==> src/rtl/cordic_share_arbiter_if.sv <==
// -----------------------------------------------------------------------------
// cordic_share_arbiter_if
//   One AXI-Stream channel (valid/ready handshake, last, data, strobe).
//   master : drives tvalid/tlast/tdata/tstrb, receives tready
//   slave  : receives tvalid/tlast/tdata/tstrb, drives tready
// -----------------------------------------------------------------------------
interface cordic_share_arbiter_if #(
    parameter int unsigned DATA_WIDTH = 32
);
    logic                    tvalid;
    logic                    tready;
    logic                    tlast;
    logic [DATA_WIDTH-1:0]   tdata;
    logic [DATA_WIDTH/8-1:0] tstrb;

    modport master (
        output tvalid,
        output tlast,
        output tdata,
        output tstrb,
        input  tready
    );

    modport slave (
        input  tvalid,
        input  tlast,
        input  tdata,
        input  tstrb,
        output tready
    );
endinterface

==> src/rtl/cordic_share_arbiter.sv <==
// -----------------------------------------------------------------------------
// cordic_share_arbiter
//   Time-shares one pipelined CORDIC between two AXI-Stream requesters.
//   Requests are arbitrated round-robin with packet locking on tlast and sent
//   through a one-beat issue register. The requester ID of every issued beat
//   is queued in a tag FIFO so returning results are steered back in order.
//
// Ports
//   s00_axis_aclk     single clock
//   s00_axis_aresetn  asynchronous active-low reset
//   s00_axis          requester 0 request stream (Costas I/Q derotation)
//   s01_axis          requester 1 request stream (RDS magnitude/phase)
//   m00_axis          request stream to the CORDIC
//   s02_axis          result stream from the CORDIC
//   m01_axis          result stream to requester 0
//   m02_axis          result stream to requester 1
//   outstanding       beats issued but not yet returned
//   err_orphan        sticky: a result arrived with no tag queued
// -----------------------------------------------------------------------------
module cordic_share_arbiter #(
    parameter int unsigned DATA_WIDTH      = 32,
    parameter int unsigned MAX_OUTSTANDING = 16
) (
    input  logic                                 s00_axis_aclk,
    input  logic                                 s00_axis_aresetn,
    cordic_share_arbiter_if.slave                s00_axis,
    cordic_share_arbiter_if.slave                s01_axis,
    cordic_share_arbiter_if.master               m00_axis,
    cordic_share_arbiter_if.slave                s02_axis,
    cordic_share_arbiter_if.master               m01_axis,
    cordic_share_arbiter_if.master               m02_axis,
    output logic [$clog2(MAX_OUTSTANDING+1)-1:0] outstanding,
    output logic                                 err_orphan
);

    localparam int unsigned CntW = $clog2(MAX_OUTSTANDING + 1);
    localparam int unsigned PtrW = $clog2(MAX_OUTSTANDING);
    localparam logic [CntW-1:0] MaxCnt = CntW'(MAX_OUTSTANDING);

    typedef enum logic [1:0] {
        StIdle,
        StLock0,
        StLock1
    } arb_state_e;

    // -------------------------------------------------------------------------
    // Declarations
    // -------------------------------------------------------------------------
    arb_state_e state_q, state_d;
    logic       prio_q, prio_d;     // 0: requester 0 wins a tie in StIdle

    // Holds both treadys low while reset is asserted and for the first edge
    // after release, so nothing is accepted until state is known.
    logic run_q;

    logic grant0, grant1;
    logic rdy0, rdy1;
    logic acc0, acc1;
    logic issue_free, credit_ok;

    logic                  issue_valid_q;
    logic                  issue_last_q;
    logic [DATA_WIDTH-1:0] issue_data_q;

    logic            tag_mem_q [MAX_OUTSTANDING];
    logic [PtrW-1:0] wr_ptr_q, rd_ptr_q;
    logic [CntW-1:0] count_q, count_d;
    logic            push, pop, push_id;
    logic            fifo_empty, head_id;
    logic            res_rdy;

    logic err_orphan_q;

    // -------------------------------------------------------------------------
    // Arbiter FSM: state register
    // -------------------------------------------------------------------------
    always_ff @(posedge s00_axis_aclk or negedge s00_axis_aresetn) begin
        if (!s00_axis_aresetn) begin
            state_q <= StIdle;
            prio_q  <= 1'b0;
            run_q   <= 1'b0;
        end else begin
            state_q <= state_d;
            prio_q  <= prio_d;
            run_q   <= 1'b1;
        end
    end

    // -------------------------------------------------------------------------
    // Arbiter FSM: next state. A packet's final beat always hands priority to
    // the other requester, whether the packet was one beat or several.
    // -------------------------------------------------------------------------
    always_comb begin
        state_d = state_q;
        prio_d  = prio_q;
        unique case (state_q)
            StIdle: begin
                if (acc0) begin
                    if (s00_axis.tlast) prio_d = 1'b1;
                    else                state_d = StLock0;
                end else if (acc1) begin
                    if (s01_axis.tlast) prio_d = 1'b0;
                    else                state_d = StLock1;
                end
            end
            StLock0: begin
                if (acc0 && s00_axis.tlast) begin
                    state_d = StIdle;
                    prio_d  = 1'b1;
                end
            end
            StLock1: begin
                if (acc1 && s01_axis.tlast) begin
                    state_d = StIdle;
                    prio_d  = 1'b0;
                end
            end
            default: state_d = StIdle;
        endcase
    end

    // -------------------------------------------------------------------------
    // Arbiter FSM: outputs (grants). Grants never look at tdata.
    // -------------------------------------------------------------------------
    always_comb begin
        grant0 = 1'b0;
        grant1 = 1'b0;
        unique case (state_q)
            StIdle: begin
                if (s00_axis.tvalid && s01_axis.tvalid) begin
                    grant0 = ~prio_q;
                    grant1 = prio_q;
                end else begin
                    grant0 = s00_axis.tvalid;
                    grant1 = s01_axis.tvalid;
                end
            end
            StLock0: grant0 = 1'b1;
            StLock1: grant1 = 1'b1;
            default: ;
        endcase
    end

    assign issue_free = ~issue_valid_q | m00_axis.tready;
    assign credit_ok  = (count_q < MaxCnt);

    assign rdy0 = run_q & grant0 & issue_free & credit_ok;
    assign rdy1 = run_q & grant1 & issue_free & credit_ok;
    assign acc0 = s00_axis.tvalid & rdy0;
    assign acc1 = s01_axis.tvalid & rdy1;

    assign s00_axis.tready = rdy0;
    assign s01_axis.tready = rdy1;

    // -------------------------------------------------------------------------
    // Issue register. Accepts only when free, so a held beat is never lost.
    // -------------------------------------------------------------------------
    always_ff @(posedge s00_axis_aclk or negedge s00_axis_aresetn) begin
        if (!s00_axis_aresetn) begin
            issue_valid_q <= 1'b0;
            issue_last_q  <= 1'b0;
            issue_data_q  <= '0;
        end else if (acc0 || acc1) begin
            issue_valid_q <= 1'b1;
            issue_last_q  <= acc1 ? s01_axis.tlast : s00_axis.tlast;
            issue_data_q  <= acc1 ? s01_axis.tdata : s00_axis.tdata;
        end else if (m00_axis.tready) begin
            issue_valid_q <= 1'b0;
        end
    end

    assign m00_axis.tvalid = issue_valid_q;
    assign m00_axis.tlast  = issue_last_q;
    assign m00_axis.tdata  = issue_data_q;
    assign m00_axis.tstrb  = '1;

    // -------------------------------------------------------------------------
    // Tag FIFO. The count doubles as the credit counter: a tag is pushed when
    // the request is accepted, not when it leaves the issue register.
    // -------------------------------------------------------------------------
    assign push       = acc0 | acc1;
    assign push_id    = acc1;
    assign fifo_empty = (count_q == '0);
    assign head_id    = tag_mem_q[rd_ptr_q];
    assign pop        = s02_axis.tvalid & res_rdy;

    always_ff @(posedge s00_axis_aclk) begin
        if (push) tag_mem_q[wr_ptr_q] <= push_id;
    end

    always_comb begin
        count_d = count_q;
        case ({push, pop})
            2'b10:   count_d = count_q + CntW'(1);
            2'b01:   count_d = count_q - CntW'(1);
            default: count_d = count_q;
        endcase
    end

    // Pointers wrap naturally because the depth is a power of two.
    always_ff @(posedge s00_axis_aclk or negedge s00_axis_aresetn) begin
        if (!s00_axis_aresetn) begin
            wr_ptr_q <= '0;
            rd_ptr_q <= '0;
            count_q  <= '0;
        end else begin
            if (push) wr_ptr_q <= wr_ptr_q + PtrW'(1);
            if (pop)  rd_ptr_q <= rd_ptr_q + PtrW'(1);
            count_q <= count_d;
        end
    end

    assign outstanding = count_q;

    // -------------------------------------------------------------------------
    // Return path. A stalled destination stalls every result so order holds.
    // With no tag queued the result is refused and flagged as an orphan.
    // -------------------------------------------------------------------------
    assign res_rdy         = ~fifo_empty & (head_id ? m02_axis.tready : m01_axis.tready);
    assign s02_axis.tready = res_rdy;

    assign m01_axis.tvalid = s02_axis.tvalid & ~fifo_empty & ~head_id;
    assign m01_axis.tlast  = s02_axis.tlast;
    assign m01_axis.tdata  = s02_axis.tdata;
    assign m01_axis.tstrb  = '1;

    assign m02_axis.tvalid = s02_axis.tvalid & ~fifo_empty & head_id;
    assign m02_axis.tlast  = s02_axis.tlast;
    assign m02_axis.tdata  = s02_axis.tdata;
    assign m02_axis.tstrb  = '1;

    always_ff @(posedge s00_axis_aclk or negedge s00_axis_aresetn) begin
        if (!s00_axis_aresetn) begin
            err_orphan_q <= 1'b0;
        end else if (s02_axis.tvalid && fifo_empty) begin
            err_orphan_q <= 1'b1;
        end
    end

    assign err_orphan = err_orphan_q;

endmodule

==> src/flat_wrapper.sv <==
// flat-port wrapper written by rule: the top's interface ports become plain ports
module cordic_share_arbiter_flat 
#(
    parameter int unsigned DATA_WIDTH      = 32,
    parameter int unsigned MAX_OUTSTANDING = 16
)
  (s00_axis_aclk, s00_axis_aresetn, outstanding, err_orphan, s00_axis_tvalid, s00_axis_tlast, s00_axis_tdata, s00_axis_tstrb, s00_axis_tready, s01_axis_tvalid, s01_axis_tlast, s01_axis_tdata, s01_axis_tstrb, s01_axis_tready, m00_axis_tvalid, m00_axis_tlast, m00_axis_tdata, m00_axis_tstrb, m00_axis_tready, s02_axis_tvalid, s02_axis_tlast, s02_axis_tdata, s02_axis_tstrb, s02_axis_tready, m01_axis_tvalid, m01_axis_tlast, m01_axis_tdata, m01_axis_tstrb, m01_axis_tready, m02_axis_tvalid, m02_axis_tlast, m02_axis_tdata, m02_axis_tstrb, m02_axis_tready);
  cordic_share_arbiter_if #(.DATA_WIDTH(DATA_WIDTH)) s00_axis_i ();
  cordic_share_arbiter_if #(.DATA_WIDTH(DATA_WIDTH)) s01_axis_i ();
  cordic_share_arbiter_if #(.DATA_WIDTH(DATA_WIDTH)) m00_axis_i ();
  cordic_share_arbiter_if #(.DATA_WIDTH(DATA_WIDTH)) s02_axis_i ();
  cordic_share_arbiter_if #(.DATA_WIDTH(DATA_WIDTH)) m01_axis_i ();
  cordic_share_arbiter_if #(.DATA_WIDTH(DATA_WIDTH)) m02_axis_i ();
  input  logic s00_axis_aclk;
  input  logic s00_axis_aresetn;
  output logic [$clog2(MAX_OUTSTANDING+1)-1:0] outstanding;
  output logic err_orphan;
  input wire logic [$bits(s00_axis_i.tvalid)-1:0] s00_axis_tvalid;
  input wire logic [$bits(s00_axis_i.tlast)-1:0] s00_axis_tlast;
  input wire logic [$bits(s00_axis_i.tdata)-1:0] s00_axis_tdata;
  input wire logic [$bits(s00_axis_i.tstrb)-1:0] s00_axis_tstrb;
  output wire logic [$bits(s00_axis_i.tready)-1:0] s00_axis_tready;
  input wire logic [$bits(s01_axis_i.tvalid)-1:0] s01_axis_tvalid;
  input wire logic [$bits(s01_axis_i.tlast)-1:0] s01_axis_tlast;
  input wire logic [$bits(s01_axis_i.tdata)-1:0] s01_axis_tdata;
  input wire logic [$bits(s01_axis_i.tstrb)-1:0] s01_axis_tstrb;
  output wire logic [$bits(s01_axis_i.tready)-1:0] s01_axis_tready;
  output wire logic [$bits(m00_axis_i.tvalid)-1:0] m00_axis_tvalid;
  output wire logic [$bits(m00_axis_i.tlast)-1:0] m00_axis_tlast;
  output wire logic [$bits(m00_axis_i.tdata)-1:0] m00_axis_tdata;
  output wire logic [$bits(m00_axis_i.tstrb)-1:0] m00_axis_tstrb;
  input wire logic [$bits(m00_axis_i.tready)-1:0] m00_axis_tready;
  input wire logic [$bits(s02_axis_i.tvalid)-1:0] s02_axis_tvalid;
  input wire logic [$bits(s02_axis_i.tlast)-1:0] s02_axis_tlast;
  input wire logic [$bits(s02_axis_i.tdata)-1:0] s02_axis_tdata;
  input wire logic [$bits(s02_axis_i.tstrb)-1:0] s02_axis_tstrb;
  output wire logic [$bits(s02_axis_i.tready)-1:0] s02_axis_tready;
  output wire logic [$bits(m01_axis_i.tvalid)-1:0] m01_axis_tvalid;
  output wire logic [$bits(m01_axis_i.tlast)-1:0] m01_axis_tlast;
  output wire logic [$bits(m01_axis_i.tdata)-1:0] m01_axis_tdata;
  output wire logic [$bits(m01_axis_i.tstrb)-1:0] m01_axis_tstrb;
  input wire logic [$bits(m01_axis_i.tready)-1:0] m01_axis_tready;
  output wire logic [$bits(m02_axis_i.tvalid)-1:0] m02_axis_tvalid;
  output wire logic [$bits(m02_axis_i.tlast)-1:0] m02_axis_tlast;
  output wire logic [$bits(m02_axis_i.tdata)-1:0] m02_axis_tdata;
  output wire logic [$bits(m02_axis_i.tstrb)-1:0] m02_axis_tstrb;
  input wire logic [$bits(m02_axis_i.tready)-1:0] m02_axis_tready;
  assign s00_axis_i.tvalid = s00_axis_tvalid;
  assign s00_axis_i.tlast = s00_axis_tlast;
  assign s00_axis_i.tdata = s00_axis_tdata;
  assign s00_axis_i.tstrb = s00_axis_tstrb;
  assign s00_axis_tready = s00_axis_i.tready;
  assign s01_axis_i.tvalid = s01_axis_tvalid;
  assign s01_axis_i.tlast = s01_axis_tlast;
  assign s01_axis_i.tdata = s01_axis_tdata;
  assign s01_axis_i.tstrb = s01_axis_tstrb;
  assign s01_axis_tready = s01_axis_i.tready;
  assign m00_axis_tvalid = m00_axis_i.tvalid;
  assign m00_axis_tlast = m00_axis_i.tlast;
  assign m00_axis_tdata = m00_axis_i.tdata;
  assign m00_axis_tstrb = m00_axis_i.tstrb;
  assign m00_axis_i.tready = m00_axis_tready;
  assign s02_axis_i.tvalid = s02_axis_tvalid;
  assign s02_axis_i.tlast = s02_axis_tlast;
  assign s02_axis_i.tdata = s02_axis_tdata;
  assign s02_axis_i.tstrb = s02_axis_tstrb;
  assign s02_axis_tready = s02_axis_i.tready;
  assign m01_axis_tvalid = m01_axis_i.tvalid;
  assign m01_axis_tlast = m01_axis_i.tlast;
  assign m01_axis_tdata = m01_axis_i.tdata;
  assign m01_axis_tstrb = m01_axis_i.tstrb;
  assign m01_axis_i.tready = m01_axis_tready;
  assign m02_axis_tvalid = m02_axis_i.tvalid;
  assign m02_axis_tlast = m02_axis_i.tlast;
  assign m02_axis_tdata = m02_axis_i.tdata;
  assign m02_axis_tstrb = m02_axis_i.tstrb;
  assign m02_axis_i.tready = m02_axis_tready;
  cordic_share_arbiter #(.DATA_WIDTH(DATA_WIDTH), .MAX_OUTSTANDING(MAX_OUTSTANDING)) u_core (.s00_axis_aclk(s00_axis_aclk), .s00_axis_aresetn(s00_axis_aresetn), .s00_axis(s00_axis_i), .s01_axis(s01_axis_i), .m00_axis(m00_axis_i), .s02_axis(s02_axis_i), .m01_axis(m01_axis_i), .m02_axis(m02_axis_i), .outstanding(outstanding), .err_orphan(err_orphan));
endmodule
==> config.mk <==
export PLATFORM = sky130hd
export DESIGN_NAME = cordic_share_arbiter_flat
export DESIGN_NICKNAME = d
export VERILOG_FILES = /design/src/rtl/cordic_share_arbiter_if.sv /design/src/rtl/cordic_share_arbiter.sv /design/src/flat_wrapper.sv
export SDC_FILE = /design/constraint.sdc
export NUM_CORES = 1
export LEC_CHECK = 0
export BUFFER_PORTS_ARGS = -buffer_cell sky130_fd_sc_hd__clkbuf_2
export CAP_MARGIN = 20
export CORE_MARGIN = 2
export CORE_UTILIZATION = 35
export CTS_BUF_LIST = sky130_fd_sc_hd__clkbuf_4 sky130_fd_sc_hd__clkbuf_8
export DETAILED_ROUTE_END_ITERATION = 10
export PLACE_DENSITY = 0.69
export REMOVE_ABC_BUFFERS = 1
export SYNTH_ARGS = -nofsm -noshare
export SYNTH_HDL_FRONTEND = slang
export SYNTH_SLANG_ARGS = --single-unit
==> constraint.sdc <==
create_clock -name s00_axis_aclk -period 3.15 [get_ports s00_axis_aclk]
set_input_delay 0.63 -clock s00_axis_aclk [delete_from_list [all_inputs] [get_ports s00_axis_aclk]]
set_output_delay 0.63 -clock s00_axis_aclk [all_outputs]
set_load 0.1 [all_outputs]
==> results.yml <==
logic_synthesis:
  synth_compound_gate_area_share: 0.0925
  syn_avg_cell_area_sq_um: 10.3
  synth.distinct_cells: 49
  synth-xor-area-share: 0.0195
  ys_seq_area_frac: 0.441
  synth_top_family_by_area: "buffers and inverters"
  synth-simple-area-share: 0.0953
  synthMuxAreaShare: 0.129
  synth_ff_type: "dfrtp_1"
  synth_edf_count: 16
  syn-cell-area_sq_mm: 0.00404
  ys_warn_count: 0
  synth_cells: 391
  async_flop_share: 0.765
  ys_seq_elements: 68
  yosys.area_share.adder: 0.0452
die:
  fp-row-count: 39
  die_h_um: 111
  dieArea_sq_mm: 0.0124
  core_area_sq_mm: 0.0113
  ios: 242
  initial_core_util: 0.357
  die_width_um: 111
routing:
  drtAntennaViolNets: 0
  vias: 2961
  drt_iter0_markers: 139
  post-route-drc-count: 0
  routed_via_density: 4.90
  routedWlPerCell_um: 18.2
  firstDrtPassIters: 4
  routed_wl_um: 11000
power_and_ir_drop:
  switching_share: 0.578
  power.internal_mw: 2.66
  switchingPower_mw: 3.65
  pwr-share-comb: 0.627
  p_clk_frac: 0.129
  power.total_mw: 6.32
  vdd_ir_drop_max_uv: 971
  powerDensity_mw_per_mm2: 1360
  leakage_nw: 2.33
  p_seq_frac: 0.244
critical_path:
  slowest_stage: "mux4_2"
  cp_cell_sequence: "mux4_2 -> mux4_2 -> mux2i_4 -> buf_4 -> buf_6 -> nor2_4 -> buf_12"
  cp-start-kind: "register"
  r2r_start: "u_core.rd_ptr_q[2]"
  critPathMaxStageDelay_ns: 0.55
  r2r_slack_ns: -0.04
  cp.required_ns: 2.52
  path_class: "reg -> out"
  critical_path.endpoint_type: "output pin"
  path_buf_inv: 3
  worstPathArrival_ns: 2.65
  r2r_end: "u_core.outstanding[4]"
  r2r_cells: 12
  crit_top_cell: "mux4_2"
  critical_path.top_delay_family: "multiplexers"
  critPathMaxFanout: 6
outcome:
  status: "complete, but fails checks"
  violations: "negative setup slack"
place:
  place_ws_ns: -0.285
  gp_congestion: 0.877
  port_buffers: 118
  hpwlAfterDp_um: 8790
  dpl_cell_area_sq_mm: 0.00435
  placed_cells: 584
sta:
  setup_tns_ns: -0.167
  final_hold_viol_count: 0
  post-route-period-util: 1.04
  slew_violations: 0
  worst_slack_ns: -0.127
  whs_ns: 0.383
  max_slew.worst_pin.slew_ns: 0.703
  rsz0062_at_grt: "true"
  setup_viol: 2
  finClkSkew_ns: 0.0137
  relSlewSlack: 0.531
  fmax_ghz: 0.305
  min_period_ns: 3.28
cells_and_area:
  drive_gt1_frac: 0.371
  final_util: 0.410
  fin_area_sq_mm: 0.00464
  fillers: 1120
  syn_to_final_growth_pct: 14.7
  instances_no_fill: 604
  diodes: 0
  fin_nets: 589
clocking:
  clock_insertion_delay_worst_skew_ns: 0.36
  cts_buffers: 9
  htree_levels: 3
  cts_hold_buf: 0
  ctsRootBufferMaster: "clkbuf_8"
  path_clk_slew_ns: 0.08
  clock_sinks: 68
  tritoncts: "built"
  cts_buffer_depth: 2
grt:
  grt_start_max_net_pins: 53
  grt_use_total: 0.181
  grt-ovfl-total: 0
  grt_pass1_wl_um: 16900
  antenna_found_initial: 0
  grt_pass1_vias: 3030
min_path:
  hp-class: "in -> async"
job:
  cap_violations: 0
state kept, by name (all words and copies together) (netlist names), 2 cells and up:
name and flops:
u_core.tag_mem_q 16, u_core.m00_axis.tdata 32, u_core.outstanding 5, u_core.rd_ptr_q 4
u_core.state_q 2, u_core.wr_ptr_q 4
power by group through the flow:
stage | logic [mW] | registers, mW | clock network (mW)
floorplan | 1.38 | 3.31 | 0
global placement | 3.82 | 1.54 | 0
detailed placement | 3.90 | 1.54 | 0
CTS | 3.94 | 1.54 | 0.847
global route | 4.19 | 1.59 | 0.885
finish | 3.96 | 1.54 | 0.816
how the worst max path moves through the flow:
stage | from | to | slack [ns] | cells after the start
2_1_floorplan | u_core.outstanding[4] | u_core.tag_mem_q[0] | -3.23 | 3
3_3_place_gp | u_core.rd_ptr_q[2] | u_core.outstanding[4] | -0.21 | 12
3_5_place_dp | u_core.rd_ptr_q[2] | u_core.outstanding[4] | -0.29 | 12
4_1_cts | u_core.rd_ptr_q[2] | u_core.outstanding[4] | -0.10 | 12
5_1_grt | u_core.rd_ptr_q[2] | u_core.outstanding[4] | -0.27 | 12
6_report | u_core.rd_ptr_q[2] | s02_axis_tready | -0.13 | 7
repair_timing:
item	CTS	global route
buffers inserted	1	3
gates resized for setup	7	3
endpoints found under the setup margin	5	5
endpoints found under the hold margin	0	0
pin swaps	4	8
routing by layer:
layer / up-vias / share of wire / track usage / wire [um]
met4: 2 / 0.012 / 0.0593 / 131
met1: 1387 / 0.41 / 0.214 / 4490
li1: 1373 / - / - / -
met5: - / 0.0052 / 0.0588 / 57
met3: 13 / 0.17 / 0.145 / 1890
met2: 186 / 0.40 / 0.240 / 4390
cell usage in the layout, fill, tap and decap left out, types with 5 or more instances in the layout:
master and n:
clkbuf_2 116, dfrtp_1 51, nand2_1 41, o21ai_1 40, mux2i_1 35, buf_4 18
edfxtp_1 16, inv_1 14, conb_1 13, ha_1 11, clkbuf_8 9, and2_1 8
nor2_1 7, a21oi_1 5, mux4_2 5, xor2_1 5, o21ai_0 5
logic make-up after synthesis:
group,Yosys count
AOI/OAI and AO/OA,65
xor gates and xnor gates,9
adders and majority gates,14
buffers and inverters,109
DFF,68
muxes,44
other,1
and+or+nand+nor,81
cells in the mapped netlist, types with 4 or more instances:
master | count | area share
and2_1 | 8 | 0.012
nor2_1 | 8 | 0.0074
mux2i_1 | 35 | 0.087
xnor2_1 | 4 | 0.0087
inv_1 | 14 | 0.013
mux4_2 | 5 | 0.028
dfrtp_1 | 52 | 0.32
buf_4 | 78 | 0.14
nor4_1 | 4 | 0.0062
o21ai_0 | 6 | 0.0074
clkbuf_1 | 9 | 0.0084
o21ai_1 | 39 | 0.048
xor2_1 | 5 | 0.011
a21oi_1 | 6 | 0.0074
nand2_1 | 41 | 0.038
ha_1 | 13 | 0.040
edfxtp_1 | 16 | 0.12
final cells by class:
type / count / area, sq um / area share
well taps: 143 / 179 / 0.0386
multi-input cells: 226 / 1650 / 0.356
repair buffers: 136 / 747 / 0.161
clock buffers: 9 / 124 / 0.0267
flip-flops and latches: 68 / 1780 / 0.385
clock inverters: 7 / 98.8 / 0.0213
inverters: 15 / 56.3 / 0.0121
No activity file was read; power rests on OpenSTA's default activity.
